File: src/rtl/alu_share_arbiter_if.sv
// Request/response bundle between the issue logic (master) and alu_share_arbiter (slave).
interface alu_share_arbiter_if;
  logic [1:0]  req_valid;
  logic [1:0]  req_ready;
  logic [31:0] req0_a, req1_a;
  logic [31:0] req0_b, req1_b;
  logic [4:0]  req0_op, req1_op;
  logic        req0_cin, req1_cin;
  logic [1:0]  req_use_cf;
  logic        rsp_valid;
  logic        rsp_ready;
  logic        rsp_id;
  logic [31:0] rsp_result;
  logic [3:0]  rsp_flags;
  logic        rsp_err;
  logic [1:0]  cf_q;

  modport master (
    output req_valid, req0_a, req1_a, req0_b, req1_b, req0_op, req1_op,
           req0_cin, req1_cin, req_use_cf, rsp_ready,
    input  req_ready, rsp_valid, rsp_id, rsp_result, rsp_flags, rsp_err, cf_q
  );

  modport slave (
    input  req_valid, req0_a, req1_a, req0_b, req1_b, req0_op, req1_op,
           req0_cin, req1_cin, req_use_cf, rsp_ready,
    output req_ready, rsp_valid, rsp_id, rsp_result, rsp_flags, rsp_err, cf_q
  );
endinterface

File: src/rtl/alu_share_arbiter.sv
// Two-requester round-robin front end for one shared combinational ALU, with per-requester
// saved carry and a single registered response slot. Optional opcode check: ALU_ARB_OPCHK_EN.

// Opcodes: 0 ADD 1 ADC 2 SUB 3 SBB 4 AND 5 OR 6 XOR 7 NOT 8 SHL 9 SHR 10 SAR
// 11 ROL 12 ROR 13 RCL 14 RCR; anything else yields 0. Flags = {V,C,N,Z}.
module alu_advanced (
  input  logic [31:0] a_i,
  input  logic [31:0] b_i,
  input  logic [4:0]  op_i,
  input  logic        cin_i,
  output logic [31:0] result_o,
  output logic [3:0]  flags_o
);
  logic [5:0]  sh;
  logic        is_sub, ci, c, v;
  logic [31:0] bb, res;
  logic [32:0] sum, rc_x, rc_l, rc_r;

  always_comb begin
    sh     = {1'b0, b_i[4:0]};
    is_sub = (op_i == 5'd2) || (op_i == 5'd3);
    bb     = is_sub ? ~b_i : b_i;
    case (op_i)
      5'd1:    ci = cin_i;
      5'd2:    ci = 1'b1;
      5'd3:    ci = ~cin_i;
      default: ci = 1'b0;
    endcase
    sum  = {1'b0, a_i} + {1'b0, bb} + {32'd0, ci};
    // Rotate-through-carry treats {C,A} as one 33-bit ring.
    rc_x = {cin_i, a_i};
    rc_l = (rc_x << sh) | (rc_x >> (6'd33 - sh));
    rc_r = (rc_x >> sh) | (rc_x << (6'd33 - sh));
    res  = 32'd0;
    c    = 1'b0;
    v    = 1'b0;
    case (op_i)
      5'd0, 5'd1, 5'd2, 5'd3: begin
        res = sum[31:0];
        c   = is_sub ? ~sum[32] : sum[32];
        v   = (a_i[31] == bb[31]) && (sum[31] != a_i[31]);
      end
      5'd4:  res = a_i & b_i;
      5'd5:  res = a_i | b_i;
      5'd6:  res = a_i ^ b_i;
      5'd7:  res = ~a_i;
      5'd8:  res = a_i << sh;
      5'd9:  res = a_i >> sh;
      5'd10: res = $signed(a_i) >>> sh;
      5'd11: begin res = (a_i << sh) | (a_i >> (6'd32 - sh)); c = res[0];  end
      5'd12: begin res = (a_i >> sh) | (a_i << (6'd32 - sh)); c = res[31]; end
      5'd13: begin res = rc_l[31:0]; c = rc_l[32]; end
      5'd14: begin res = rc_r[31:0]; c = rc_r[32]; end
      default: res = 32'd0;
    endcase
    result_o = res;
    flags_o  = {v, c, res[31], (res == 32'd0)};
  end
endmodule

module alu_share_arbiter #(
  parameter logic [4:0] LEGAL_OP_MAX = 5'd14,
  parameter logic       CF_RESET     = 1'b0
) (
  input  logic               clk,
  input  logic               rst_n,
  alu_share_arbiter_if.slave bus
);
  logic        rsp_valid_q, rsp_valid_d;
  logic        rsp_id_q, rsp_id_d;
  logic [31:0] rsp_result_q, rsp_result_d;
  logic [3:0]  rsp_flags_q, rsp_flags_d;
  logic        rsp_err_q, rsp_err_d;
  logic [1:0]  cf_q, cf_d;
  logic        rr_q, rr_d;

  logic        can_accept, gid, xfer, op_err;
  logic [1:0]  grant;
  logic [31:0] alu_a, alu_b, alu_res;
  logic [4:0]  alu_op;
  logic        alu_cin;
  logic [3:0]  alu_flg;

  always_comb begin
    grant = 2'b00;
    if (bus.req_valid == 2'b11) grant[rr_q] = 1'b1;
    else                        grant = bus.req_valid;
  end

  // rst_n gates ready so nothing handshakes while the slot is held in reset.
  assign can_accept    = !rsp_valid_q || bus.rsp_ready;
  assign bus.req_ready = {2{can_accept & rst_n}} & grant;
  assign gid           = grant[1];
  assign xfer          = |bus.req_ready;

  assign alu_a   = gid ? bus.req1_a  : bus.req0_a;
  assign alu_b   = gid ? bus.req1_b  : bus.req0_b;
  assign alu_op  = gid ? bus.req1_op : bus.req0_op;
  assign alu_cin = bus.req_use_cf[gid] ? cf_q[gid] : (gid ? bus.req1_cin : bus.req0_cin);

  alu_advanced u_alu (
    .a_i(alu_a), .b_i(alu_b), .op_i(alu_op), .cin_i(alu_cin),
    .result_o(alu_res), .flags_o(alu_flg)
  );

`ifdef ALU_ARB_OPCHK_EN
  assign op_err = (alu_op > LEGAL_OP_MAX);
`else
  logic unused_opmax;
  assign unused_opmax = ^LEGAL_OP_MAX;
  assign op_err       = 1'b0;
`endif

  // Each carry is touched only by its own requester's legal transfers.
  for (genvar i = 0; i < 2; i++) begin : g_cf
    assign cf_d[i] = (xfer && gid == 1'(i) && !op_err) ? alu_flg[2] : cf_q[i];
  end

  always_comb begin
    rsp_valid_d  = rsp_valid_q;
    rsp_id_d     = rsp_id_q;
    rsp_result_d = rsp_result_q;
    rsp_flags_d  = rsp_flags_q;
    rsp_err_d    = rsp_err_q;
    rr_d         = rr_q;
    if (xfer) begin
      rsp_valid_d  = 1'b1;
      rsp_id_d     = gid;
      rsp_result_d = op_err ? 32'd0 : alu_res;
      rsp_flags_d  = op_err ? 4'd0  : alu_flg;
      rsp_err_d    = op_err;
      rr_d         = ~gid;
    end else if (bus.rsp_ready) begin
      rsp_valid_d  = 1'b0;
    end
  end

  always_ff @(posedge clk or negedge rst_n) begin
    if (!rst_n) begin
      rsp_valid_q  <= 1'b0;
      rsp_id_q     <= 1'b0;
      rsp_result_q <= 32'd0;
      rsp_flags_q  <= 4'd0;
      rsp_err_q    <= 1'b0;
      cf_q         <= {CF_RESET, CF_RESET};
      rr_q         <= 1'b0;
    end else begin
      rsp_valid_q  <= rsp_valid_d;
      rsp_id_q     <= rsp_id_d;
      rsp_result_q <= rsp_result_d;
      rsp_flags_q  <= rsp_flags_d;
      rsp_err_q    <= rsp_err_d;
      cf_q         <= cf_d;
      rr_q         <= rr_d;
    end
  end

  assign bus.rsp_valid  = rsp_valid_q;
  assign bus.rsp_id     = rsp_id_q;
  assign bus.rsp_result = rsp_result_q;
  assign bus.rsp_flags  = rsp_flags_q;
  assign bus.rsp_err    = rsp_err_q;
  assign bus.cf_q       = cf_q;
endmodule

File: src/flat_wrapper.sv
// flat-port wrapper written by rule: the top's interface ports become plain ports
module alu_share_arbiter_flat 
#(
  parameter logic [4:0] LEGAL_OP_MAX = 5'd14,
  parameter logic       CF_RESET     = 1'b0
)
  (clk, rst_n, bus_req_valid, bus_req0_a, bus_req1_a, bus_req0_b, bus_req1_b, bus_req0_op, bus_req1_op, bus_req0_cin, bus_req1_cin, bus_req_use_cf, bus_rsp_ready, bus_req_ready, bus_rsp_valid, bus_rsp_id, bus_rsp_result, bus_rsp_flags, bus_rsp_err, bus_cf_q);
  alu_share_arbiter_if bus_i ();
  input  logic clk;
  input  logic rst_n;
  input wire logic [$bits(bus_i.req_valid)-1:0] bus_req_valid;
  input wire logic [$bits(bus_i.req0_a)-1:0] bus_req0_a;
  input wire logic [$bits(bus_i.req1_a)-1:0] bus_req1_a;
  input wire logic [$bits(bus_i.req0_b)-1:0] bus_req0_b;
  input wire logic [$bits(bus_i.req1_b)-1:0] bus_req1_b;
  input wire logic [$bits(bus_i.req0_op)-1:0] bus_req0_op;
  input wire logic [$bits(bus_i.req1_op)-1:0] bus_req1_op;
  input wire logic [$bits(bus_i.req0_cin)-1:0] bus_req0_cin;
  input wire logic [$bits(bus_i.req1_cin)-1:0] bus_req1_cin;
  input wire logic [$bits(bus_i.req_use_cf)-1:0] bus_req_use_cf;
  input wire logic [$bits(bus_i.rsp_ready)-1:0] bus_rsp_ready;
  output wire logic [$bits(bus_i.req_ready)-1:0] bus_req_ready;
  output wire logic [$bits(bus_i.rsp_valid)-1:0] bus_rsp_valid;
  output wire logic [$bits(bus_i.rsp_id)-1:0] bus_rsp_id;
  output wire logic [$bits(bus_i.rsp_result)-1:0] bus_rsp_result;
  output wire logic [$bits(bus_i.rsp_flags)-1:0] bus_rsp_flags;
  output wire logic [$bits(bus_i.rsp_err)-1:0] bus_rsp_err;
  output wire logic [$bits(bus_i.cf_q)-1:0] bus_cf_q;
  assign bus_i.req_valid = bus_req_valid;
  assign bus_i.req0_a = bus_req0_a;
  assign bus_i.req1_a = bus_req1_a;
  assign bus_i.req0_b = bus_req0_b;
  assign bus_i.req1_b = bus_req1_b;
  assign bus_i.req0_op = bus_req0_op;
  assign bus_i.req1_op = bus_req1_op;
  assign bus_i.req0_cin = bus_req0_cin;
  assign bus_i.req1_cin = bus_req1_cin;
  assign bus_i.req_use_cf = bus_req_use_cf;
  assign bus_i.rsp_ready = bus_rsp_ready;
  assign bus_req_ready = bus_i.req_ready;
  assign bus_rsp_valid = bus_i.rsp_valid;
  assign bus_rsp_id = bus_i.rsp_id;
  assign bus_rsp_result = bus_i.rsp_result;
  assign bus_rsp_flags = bus_i.rsp_flags;
  assign bus_rsp_err = bus_i.rsp_err;
  assign bus_cf_q = bus_i.cf_q;
  alu_share_arbiter #(.LEGAL_OP_MAX(LEGAL_OP_MAX), .CF_RESET(CF_RESET)) u_core (.clk(clk), .rst_n(rst_n), .bus(bus_i));
endmodule
File: config.mk
export PLATFORM = sky130hd
export DESIGN_NAME = alu_share_arbiter_flat
export DESIGN_NICKNAME = d
export VERILOG_FILES = /design/src/rtl/alu_share_arbiter_if.sv /design/src/rtl/alu_share_arbiter.sv /design/src/flat_wrapper.sv
export SDC_FILE = /design/constraint.sdc
export NUM_CORES = 1
export LEC_CHECK = 0
export ABC_AREA = 1
export BUFFER_PORTS_ARGS = -buffer_cell sky130_fd_sc_hd__clkbuf_2
export CAP_MARGIN = 5
export CORE_MARGIN = 2
export CORE_UTILIZATION = 26
export DETAILED_ROUTE_END_ITERATION = 6
export GPL_TIMING_DRIVEN = 0
export SLEW_MARGIN = 5
export SYNTH_ARGS = -nofsm -noshare
export SYNTH_HDL_FRONTEND = slang
export SYNTH_SLANG_ARGS = --single-unit
File: constraint.sdc
create_clock -name clk -period 6.6 [get_ports clk]
set_input_delay 0 -clock clk [delete_from_list [all_inputs] [get_ports clk]]
set_output_delay 0 -clock clk [all_outputs]
set_load 0.01 [all_outputs]
* Word level (Yosys, flattened, before mapping)
Index checks and enable logic that the tools add are counted.
Widths: inputs -> output; s select.
** Storage, ports and cells
- Register bits :: 41
- Bits of input ports :: 147
- Output and inout port bits :: 43
- Word-level logic and storage cells :: 86
** Cells by class
- $add $sub $neg :: 4
- $lt $le $gt $ge :: 3
- Equality and inequality tests :: 17
- Shift operators :: 9
- Mux-type cells :: 20
- Bitwise gates (word level) :: 14
- Reductions and logical operators :: 12
** Operators with widths (count)
- $pmux 32 s12 :: 1
- $mux 32 :: 3
- $or 32x32->32 :: 3
- $or 33x33->33 :: 2
- $not 32->32 :: 2
- $eq 5x4->1 const B :: 7
- $add 32x32->33 :: 1
- $add 33x1->33 :: 1
- $shl 33x5->33 :: 1
- $shl 33x6->33 :: 1
- $shr 33x5->33 :: 1
- $shr 33x6->33 :: 1
- $and 32x32->32 :: 1
- $logic_not 32->1 :: 1
- $shl 32x5->32 :: 1
- $shl 32x6->32 :: 1
- $shr 32x5->32 :: 1
- $shr 32x6->32 :: 1
- $sshr 32x5->32 :: 1
- $xor 32x32->32 :: 1
- $eq 5x3->1 const B :: 4
- $sub 6x5->6 const A :: 2
- $mux 1 :: 11
- $eq 5x2->1 const B :: 2
- other kinds (21) :: 28

* Longest topological paths before layout
Gate-level depths: netlist of run 1.
- Depth in word-level cells :: 14
- Gate-level depth with buffers :: 35
- Mapped depth without buffers :: 31

* Cells and area by module
From an unflattened synthesis of run 1, not the netlist that was laid out.
** Second synthesis, totals
- Cell total of the unflattened synthesis :: 3803
- Area, all modules :: 18539.0 µm²
** Modules (own cells, without submodules)
- alu_advanced :: times used 1, cells each 3387, area each 15981.6 µm², sequential area each 0.0 µm²
- alu_share_arbiter :: times used 1, cells each 416, area each 2557.5 µm², sequential area each 1026.0 µm²

* Worst setup path after synthesis of run 1
OpenSTA, ideal clock, no wires.
- Path kind :: register to register
- Start point :: reg u_core.rr_q
- End point :: reg u_core.rsp_flags_q[0], in the netlist u_core.bus.rsp_flags[0]
- Library setup time :: 0.066 ns
- Arrival :: 4.643 ns
- Data required time :: 6.534 ns
- Setup slack :: 1.892 ns
- Cell stages (with the launch flop) :: 36
- Path buffers :: 4
- Period minus slack after synthesis :: 4.708 ns
- Cell sequence :: dfrtp_1 inv_2 nand2_2 nand2_4 buf_12 buf_8 nand2_1 o21ai_2 nand3_1 clkbuf_1 nor2_1 buf_2 xor2_1 fa_1 inv_1 fa_1 nand2_1 o21ai_0 nand2_1 nand2_1 nand2_1 nand2_1 a21oi_1 inv_1 nand2_1 nand2_1 nand2_1 nand2_1 or2_2 nand3_1 nand2_1 nor2_1 nand3_1 nor2_1 nand2_1 nand2_1
** Between the ends
- Longest elaborated chain between the ends :: 13
- Elaborated cells on any way between the ends :: 61
- Classes of those cells :: add/sub: 4; order compare: 2; eq/ne: 14; shift: 9; mux: 15; bitwise: 11; reduce/logical: 6
** RTL lines
- start: declaration :: line alu_share_arbiter.sv:75 : logic rr_q, rr_d;
- start signal: assignment :: line alu_share_arbiter.sv:154 : rr_q <= rr_d;
- $lt 1x2->1 (implied by the code) / $ge 1x1->1 (equally long branches) :: line alu_share_arbiter.sv:86 : if (bus.req_valid == 2'b11) grant[rr_q] = 1'b1;
- $logic_and 1x1->1 (implied by the code) :: line alu_share_arbiter.sv:86
- $mux 1 (implied by the code) :: line alu_share_arbiter.sv:86
- $demux 1 s1 (*)
- $mux 2 (*) :: line alu_share_arbiter.sv:86
- $mux 5 / $mux 1 (equally long branches) :: line alu_share_arbiter.sv:98, alu_share_arbiter.sv:99
- $eq 5x2->1 / $mux 1 (equally long branches)
- $logic_or 1x1->1 / $mux 1 (equally long branches) :: line alu_share_arbiter.sv:21, alu_share_arbiter.sv:99
- $mux 32 / $not 1->1 (equally long branches) :: line alu_share_arbiter.sv:22, alu_share_arbiter.sv:26
- $add 32x32->33 / $pmux 1 s3 (equally long branches) :: line alu_share_arbiter.sv:29, alu_share_arbiter.sv:23
- $add 33x1->33 :: line alu_share_arbiter.sv:29 : sum = {1'b0, a_i} + {1'b0, bb} + {32'd0, ci};
- $pmux 32 s12 :: line alu_share_arbiter.sv:37 : case (op_i)
- $logic_not 32->1 :: line alu_share_arbiter.sv:57 : flags_o = {v, c, res[31], (res == 32'd0)};
- end signal: assignment :: line alu_share_arbiter.sv:151 : rsp_flags_q <= rsp_flags_d;
- end: declaration :: line alu_share_arbiter.sv:72 : logic [3:0] rsp_flags_q, rsp_flags_d;
Mark *: on every way between the ends. The rest lies on a longest branch, timed or not. The select of a mux whose other input is x is not followed.
A chain may end at the register's enable or synchronous reset.

* Worst setup path in the final report of run 1
Same ends and word-level chain as after synthesis.

==> results.tsv, run 1 <==
stage	metric	value	unit
outcome	status	complete, but fails checks	
outcome	failing checks	max-capacitance violations, max-slew violations	
yosys	mapped cell area	18400	µm²
floorplan	Initial Util	0.263	
worst_setup_path	crit path DAT	6790	ps
placement	Inst Count DP	4818	
placement	GP Congestion	1.13	
clock_network	Clock Latency Late Sink	300	ps
power_and_ir_drop	Max IR drop VDD	0.000198	V
floorplan	DIE AREA	72900	µm²
floorplan	core box area	70000	µm²
cells_and_area	non-filler cells in the finished layout	4830	
global_route	met2 Track Usage GR	0.649	
clock_network	Setup Buffers After CTS	0	
power_and_ir_drop	Power Density	320	nW/µm²
global_route	antenna violations before repair	11	
global_route	met3 usage	0.146	
placement	IO buf count	188	
timing	Tcrit/Tclk final	0.994	
timing	min Tclk post-route	6560	ps
global_route	largest net degree at the start of global routing	42	
yosys	YS warnings	0	
clock_network	H-tree depth	2	
route	Initial DRC Count	4883	
cells_and_area	Fill cells	8467	
floorplan	row count	97	
global_route	vias in the first global route	26400	
clock_network	CTS tree	built	
power_and_ir_drop	static leakage	11.4	nW
global_route	global-route wire length before repair	232000	µm
route	Post-DRT Antenna Nets	0	
worst_setup_path	crit path launch type	flop	
yosys	Mean Syn Cell Area	4.98	µm²
yosys	register bit total from synthesis	40	
worst_setup_path	worst-path fanout max	11	
cells_and_area	fin nets	4134	
timing	worst-margin pin slew	1590	ps
route	Residual DRC	0	
worst_setup_path	r2r setup slk	40	ps
worst_setup_path	Data required, critical path	6830	ps
timing	hold_ws	234	ps
cells_and_area	share of cells above drive strength 1	0.117	
yosys	synth unique cells	49	
floorplan	Die Y-Extent	270	µm
global_route	global route overflow	0	
clock_network	CTS buffer count	5	
worst_setup_path	Critical Path End Type	flop	
timing	RSZ-0062 raised after global routing	false	
floorplan	I/O Pins	190	
yosys	Cells after Synth	3690	
cells_and_area	area of the multi-input gates	15400	µm²
clock_network	clk sinks	40	
cells_and_area	FF+latch area	1000	µm²
yosys	Main synth FF type	dfrtp_1	
clock_network	clk slew on worst S/H paths	70	ps
timing	Final Hold Vio Count	0	
timing	Slew Limit Fails	11	
route	final wirelength	175000	µm
cells_and_area	Layout area overhead	12.8	%
timing	fmax	153	MHz
timing	relative slew slack	-0.0587	
yosys	EDFF count, synth	0	
job	Max Cap Viol	1	
route	First-pass DRT Iterations	6	
yosys	sequential-to-total area share from yosys stat	0.0544	
clock_network	CTS root buffer	clkbuf_16	
min_path	worst hold path class	input pin to flop	
global_route	Top Usage Layer GRT	met2	
route	Via density	6.06	
global_route	M1 GR Usage	0.607	
yosys	asr flop ratio synth	1.00	
global_route	All-Layer GR Usage	0.460	
timing	Final setup viols	0	
placement	DP HPWL	144000	µm
floorplan	Die X	270	µm
route	wire length per cell	36.2	µm
yosys	Syn Nets	3937	
clock_network	Clock Tree Buf Depth	2	
timing	clk_skew	7.68	ps
route	routed via count	29300	
cells_and_area	Final Util	0.296	
worst_setup_path	kind of critical path	flop to flop	
## through the flow
| step | power (mW) | setup TNS [ps] | worst slack [ps] | instance area (µm²) |
|---|---|---|---|---|
| floorplan | 3.37 | 0 | 1890 | 18400 |
| global route | 6.79 | 0 | 42.7 | 20700 |
| finish | 6.64 | 0 | 42.7 | 20700 |
| global placement | 6.00 | -2510 | -594 | 20500 |
| CTS | 6.23 | 0 | 32.3 | 20700 |
| detailed placement | 5.92 | -2390 | -582 | 20500 |
## synth_stat cells, drive strengths merged (8+ instances only)
cell	count	share of area
o21ai	209	0.058
clkbuf	71	0.014
buf	137	0.044
nand4	42	0.014
a31oi	11	0.0037
or2	35	0.012
nor3	23	0.0076
ha	98	0.067
inv	248	0.051
dfrtp	40	0.054
nor2	211	0.044
o211ai	30	0.012
nand2	1522	0.32
o22ai	8	0.0027
a21oi	88	0.025
nand3b	26	0.011
nand3	820	0.23
xor2	35	0.017
## layout by cell type (no fill, tap or decap), types with 4 or more instances in the layout
master	instances
nand2_1	1459
nand3_1	809
inv_1	234
nor2_1	205
clkbuf_2	188
o21ai_0	174
ha_1	98
a21oi_1	87
buf_2	84
clkbuf_1	70
nand2_2	56
nand4_1	42
dfrtp_1	40
xor2_1	35
or2_2	34
o211ai_1	30
o21ai_1	28
nand3b_1	26
buf_1	20
buf_4	19
nor3_1	18
inv_2	14
nand3_2	11
a31oi_1	11
buf_6	9
o22ai_1	8
nand2_4	7
o2111ai_1	7
o21ai_2	6
nor3_2	5
clkbuf_16	5
a21o_1	4
a211oi_1	4
## sequential cells by signal, indices dropped and copies added, names as in the netlist
name	flops
u_core.bus.rsp_flags	4
u_core.bus.rsp_valid	1
u_core.rr_q	1
u_core.bus.rsp_id	1
u_core.bus.rsp_result	31
u_core.bus.cf_q	2
## cells by family (layout without fill, tap and decap cells)
group                    after synthesis  after routing  synth area share
AND/OR/NAND/NOR                     2684           2684             0.637
buffers and inverters                457            655             0.109
AO/OA/AOI/OAI                        370            370             0.112
adder cells (fa/ha/maj)              100            100            0.0689
flip-flops                            40             40            0.0544
XOR/XNOR                              38             38            0.0181
other                                  1              3          0.000204
## worst max-delay path: stages, from the launching register on
cell,delay [ps]
dfrtp_1,370
inv_2,100
nand2_2,230
nand2_4,130
o21ai_2,520
buf_2,460
buf_2,610
ha_1,370
nand2_1,320
nor2_4,300
nand2_1,200
nand2_2,260
inv_1,110
buf_2,280
nand3_1,350
nand2_1,100
nand2_1,300
nand3_1,140
nand2_1,90
nand3_1,130
nor3_1,450
nand2_1,110
nor2_1,190
nand2_1,90
nor2_1,110
nand2_1,60
nand2_1,50
## layout make-up
cell class,count,share of cell area
multi-input cells,3193,0.743
well taps,940,0.0567
plain buffers,208,0.0521
flip-flops and latches,40,0.0483
repair buffers,190,0.0463
inverters,249,0.0451
clock buffers,5,0.00603
clock inverters,3,0.00223
diodes,2,0.000241
## path summary, 6_finish.rpt
check / startpoint / end / depth (start not counted)
worst max register to register: u_core.rr_q / u_core.bus.rsp_flags[0] / 26
max in group asynchronous: rst_n / u_core.bus.rsp_result[21] / 2
worst min register to register: u_core.bus.rsp_result[30] / u_core.bus.rsp_result[30] / 2
worst max-delay path: u_core.rr_q / u_core.bus.rsp_flags[0] / 26
worst min-delay path: bus_req_valid[0] / u_core.bus.cf_q[0] / 4
min in group asynchronous: rst_n / u_core.bus.rsp_result[28] / 2
## where the power goes
group / total, mW / switching [mW] / internal [mW]
clock network: 0.287 / 0.107 / 0.180
logic: 5.96 / 4.62 / 1.33
registers: 0.393 / 0.0543 / 0.338
total: 6.64 / 4.78 / 1.85
## layer usage
metal | routed length (µm) | vias to the layer above
met2 | 68200 | 2138
met4 | 12900 | 8
met3 | 22300 | 443
li1 | - | 12600
met1 | 71300 | 14100
met5 | 46 | -
## timing repair
item / 4_1_cts / 5_1_grt
endpoints found under the hold margin: 41 / 0
pin swaps: 0 / 0
resized for setup: 5 / 10
endpoints found under the setup margin: 10 / 5
hold buffers: 2 / 0
No activity file was read; power rests on OpenSTA's default activity.
==> run 2, diff against run 1 <==
Settings changed: CORE_MARGIN 2 to 1.
==> run 2 against run 1 <==
Compared with the run above: the run now ends clean; clock skew shrank 0.83 ps; global-route usage shrank 1.9 points; first-iteration DRC count is essentially flat; clock power shrank 18%; design area shrank 0.20%; combinational power shrank 3%; register-to-register slack gained 260 ps; sequential power is essentially flat; critical path type unchanged; largest power group unchanged.
==> results.tsv, run 2 (synthesized netlist as in run 1, its figures left out) <==
stage	metric	value	unit
outcome	status	finished clean	
route	Via density	6.05	
placement	DP HPWL	134000	µm
timing	Final setup viols	0	
route	Residual DRC	0	
clock_network	Clock Tree Buf Depth	2	
power_and_ir_drop	Clk pwr share	0.037	
placement	area post-placement	20500	µm²
worst_setup_path	r2r setup slk	310	ps
global_route	global route overflow	0	
route	wire length per cell	33.7	µm
worst_setup_path	worst flop-to-flop path startpoint	u_core.rr_q	
clock_network	clk slew on worst S/H paths	50	ps
worst_setup_path	reg2reg end	u_core.bus.cf_q[1]	
route	Initial DRC Count	4884	
worst_setup_path	Worst Path Buf+Inv	3	
worst_setup_path	worst-path fanout max	20	
power_and_ir_drop	switching share of power	0.717	
power_and_ir_drop	sequential power share	0.062	
power_and_ir_drop	Max IR drop VDD	0.000207	V
timing	worst-margin pin slew	1400	ps
timing	Tcrit/Tclk final	0.954	
route	final wirelength	163000	µm
worst_setup_path	Most common cell on crit path	nand2_1	
timing	min Tclk post-route	6290	ps
worst_setup_path	Critical Path End Type	flop	
floorplan	Die X	268	µm
route	First-pass DRT Iterations	7	
timing	clk_skew	6.85	ps
worst_setup_path	crit path DAT	6460	ps
min_path	hold path startpoint	bus_req_valid[0]	
min_path	hold endpoint	u_core.bus.cf_q[0]	
power_and_ir_drop	combinational share of power	0.902	
min_path	worst hold path class	input pin to flop	
global_route	antenna violations before repair	8	
cells_and_area	fin area	20700	µm²
floorplan	core box area	70000	µm²
global_route	largest net degree at the start of global routing	42	
job	Max Cap Viol	0	
worst_setup_path	Data required, critical path	6770	ps
power_and_ir_drop	Power Internal	1.81	mW
worst_setup_path	kind of critical path	flop to flop	
clock_network	H-tree depth	2	
cells_and_area	fin nets	4133	
worst_setup_path	crit-path leading delay family	simple AND/OR/NAND/NOR gates	
floorplan	I/O Pins	190	
timing	relative slew slack	0.0634	
global_route	global-route wire length before repair	217000	µm
cells_and_area	Fill cells	8455	
clock_network	clk sinks	40	
timing	final setup margin	306	ps
power_and_ir_drop	Power Density	310	nW/µm²
route	Post-DRT Antenna Nets	0	
timing	RSZ-0062 raised after global routing	false	
global_route	All-Layer GR Usage	0.441	
floorplan	row count	97	
floorplan	Initial Util	0.263	
cells_and_area	max FFs per register	31	
floorplan	DIE AREA	71800	µm²
clock_network	CTS buffer count	5	
cells_and_area	commonest non-fill, non-tap cells in the layout	nand2_1, nand3_1, inv_1	
clock_network	CTS tree	built	
worst_setup_path	worst r2r path cells	17	
cells_and_area	most common cell after layout, fill and taps aside	nand2_1	
min_path	WHS Path Cells	4	
placement	IO buf count	188	
timing	Slew Limit Fails	0	
timing	fmax	159	MHz
route	routed via count	29200	
power_and_ir_drop	Net Switching	4.60	mW
timing	Final Hold Vio Count	0	
clock_network	CTS root buffer	clkbuf_16	
global_route	vias in the first global route	26300	
worst_setup_path	Slowest-stage cell, CP	buf_2	
floorplan	Die Y-Extent	268	µm
worst_setup_path	CP Cell Sequence	inv_2 > nand2_2 > nand2_4 > o21ai_2 > buf_2 > ha_1 > nand2_1 > nand2_1 > clkbuf_1 > nand3_1 > nand3_1 > nand2_1 > o21ai_0 > nand4_1 > o21bai_1 > nand2_1 > nand2_1	
cells_and_area	Layout area overhead	12.5	%
worst_setup_path	crit path launch type	flop	
timing	setup_tns	0	ps
clock_network	Clock Latency Late Sink	280	ps
cells_and_area	share of cells above drive strength 1	0.117	
placement	GP Congestion	1.19	
power_and_ir_drop	static leakage	11.3	nW
placement	pre-CTS setup slack	-462	ps
worst_setup_path	worst stage delay on the critical path	790	ps
==> run 2: tightest hold or removal path, stage by stage <==
cell and delay [ps]:
clkbuf_2 240, nand3_1 250, nand2_1 70, nand2_1 60
==> run 2: worst max-delay path by stage <==
stage                 from  cells past startpoint                       to  slack, ps
5_1_grt        u_core.rr_q                     35  u_core.bus.rsp_flags[0]         10
3_5_place_dp   u_core.rr_q                     33  u_core.bus.rsp_flags[0]       -460
6_report       u_core.rr_q                     17       u_core.bus.cf_q[1]        310
2_1_floorplan  u_core.rr_q                     35  u_core.bus.rsp_flags[0]       1890
4_1_cts        u_core.rr_q                     26  u_core.bus.rsp_flags[0]         90
3_3_place_gp   u_core.rr_q                     33  u_core.bus.rsp_flags[0]       -450
==> run 2: cell type report <==
class | instances | area (µm²) | share of cell area
sequential | 40 | 1000 | 0.0484
antenna | 2 | 5.00 | 0.000242
buffer | 207 | 1070 | 0.0518
multi-input combinational | 3193 | 15400 | 0.744
tap | 940 | 1180 | 0.0568
clock buffer | 7 | 133 | 0.00641
timing repair buffer | 190 | 961 | 0.0464
clock inverter | 1 | 8.76 | 0.000423
inverter | 249 | 935 | 0.0452
==> run 2: layer usage <==
layer,wire length (µm),up-vias,GRT usage
met5,57,-,0
met4,12800,8,0.272
met3,22400,544,0.152
met2,63500,2312,0.627
met1,64100,13800,0.566
li1,-,12500,-
==> run 2: per-stage QoR <==
step	power, mW	util	hold slack (ps)	instances
after floorplan	3.37	-	-296	3690
after global placement	5.79	0.293	198	4818
after detailed placement	5.73	0.293	199	4818
after CTS	5.99	0.295	339	4828
after global routing	6.56	0.295	390	4827
final	6.41	0.296	374	4829
==> run 2: power by group through the flow <==
stage	logic (mW)	registers [mW]	clock network [mW]
finish	5.78	0.395	0.234
global route	5.90	0.410	0.246
CTS	5.36	0.397	0.237
detailed placement	5.33	0.401	0
global placement	5.39	0.398	0
floorplan	2.93	0.435	0
==> run 2: repair_timing <==
| action | 4_1_cts | 5_1_grt |
|---|---|---|
| hold buffers | 2 | 0 |
| setup buffers | 0 | 0 |
| gates resized for setup | 5 | 7 |
| setup endpoints to repair | 7 | 4 |
| hold endpoints to repair | 41 | 0 |
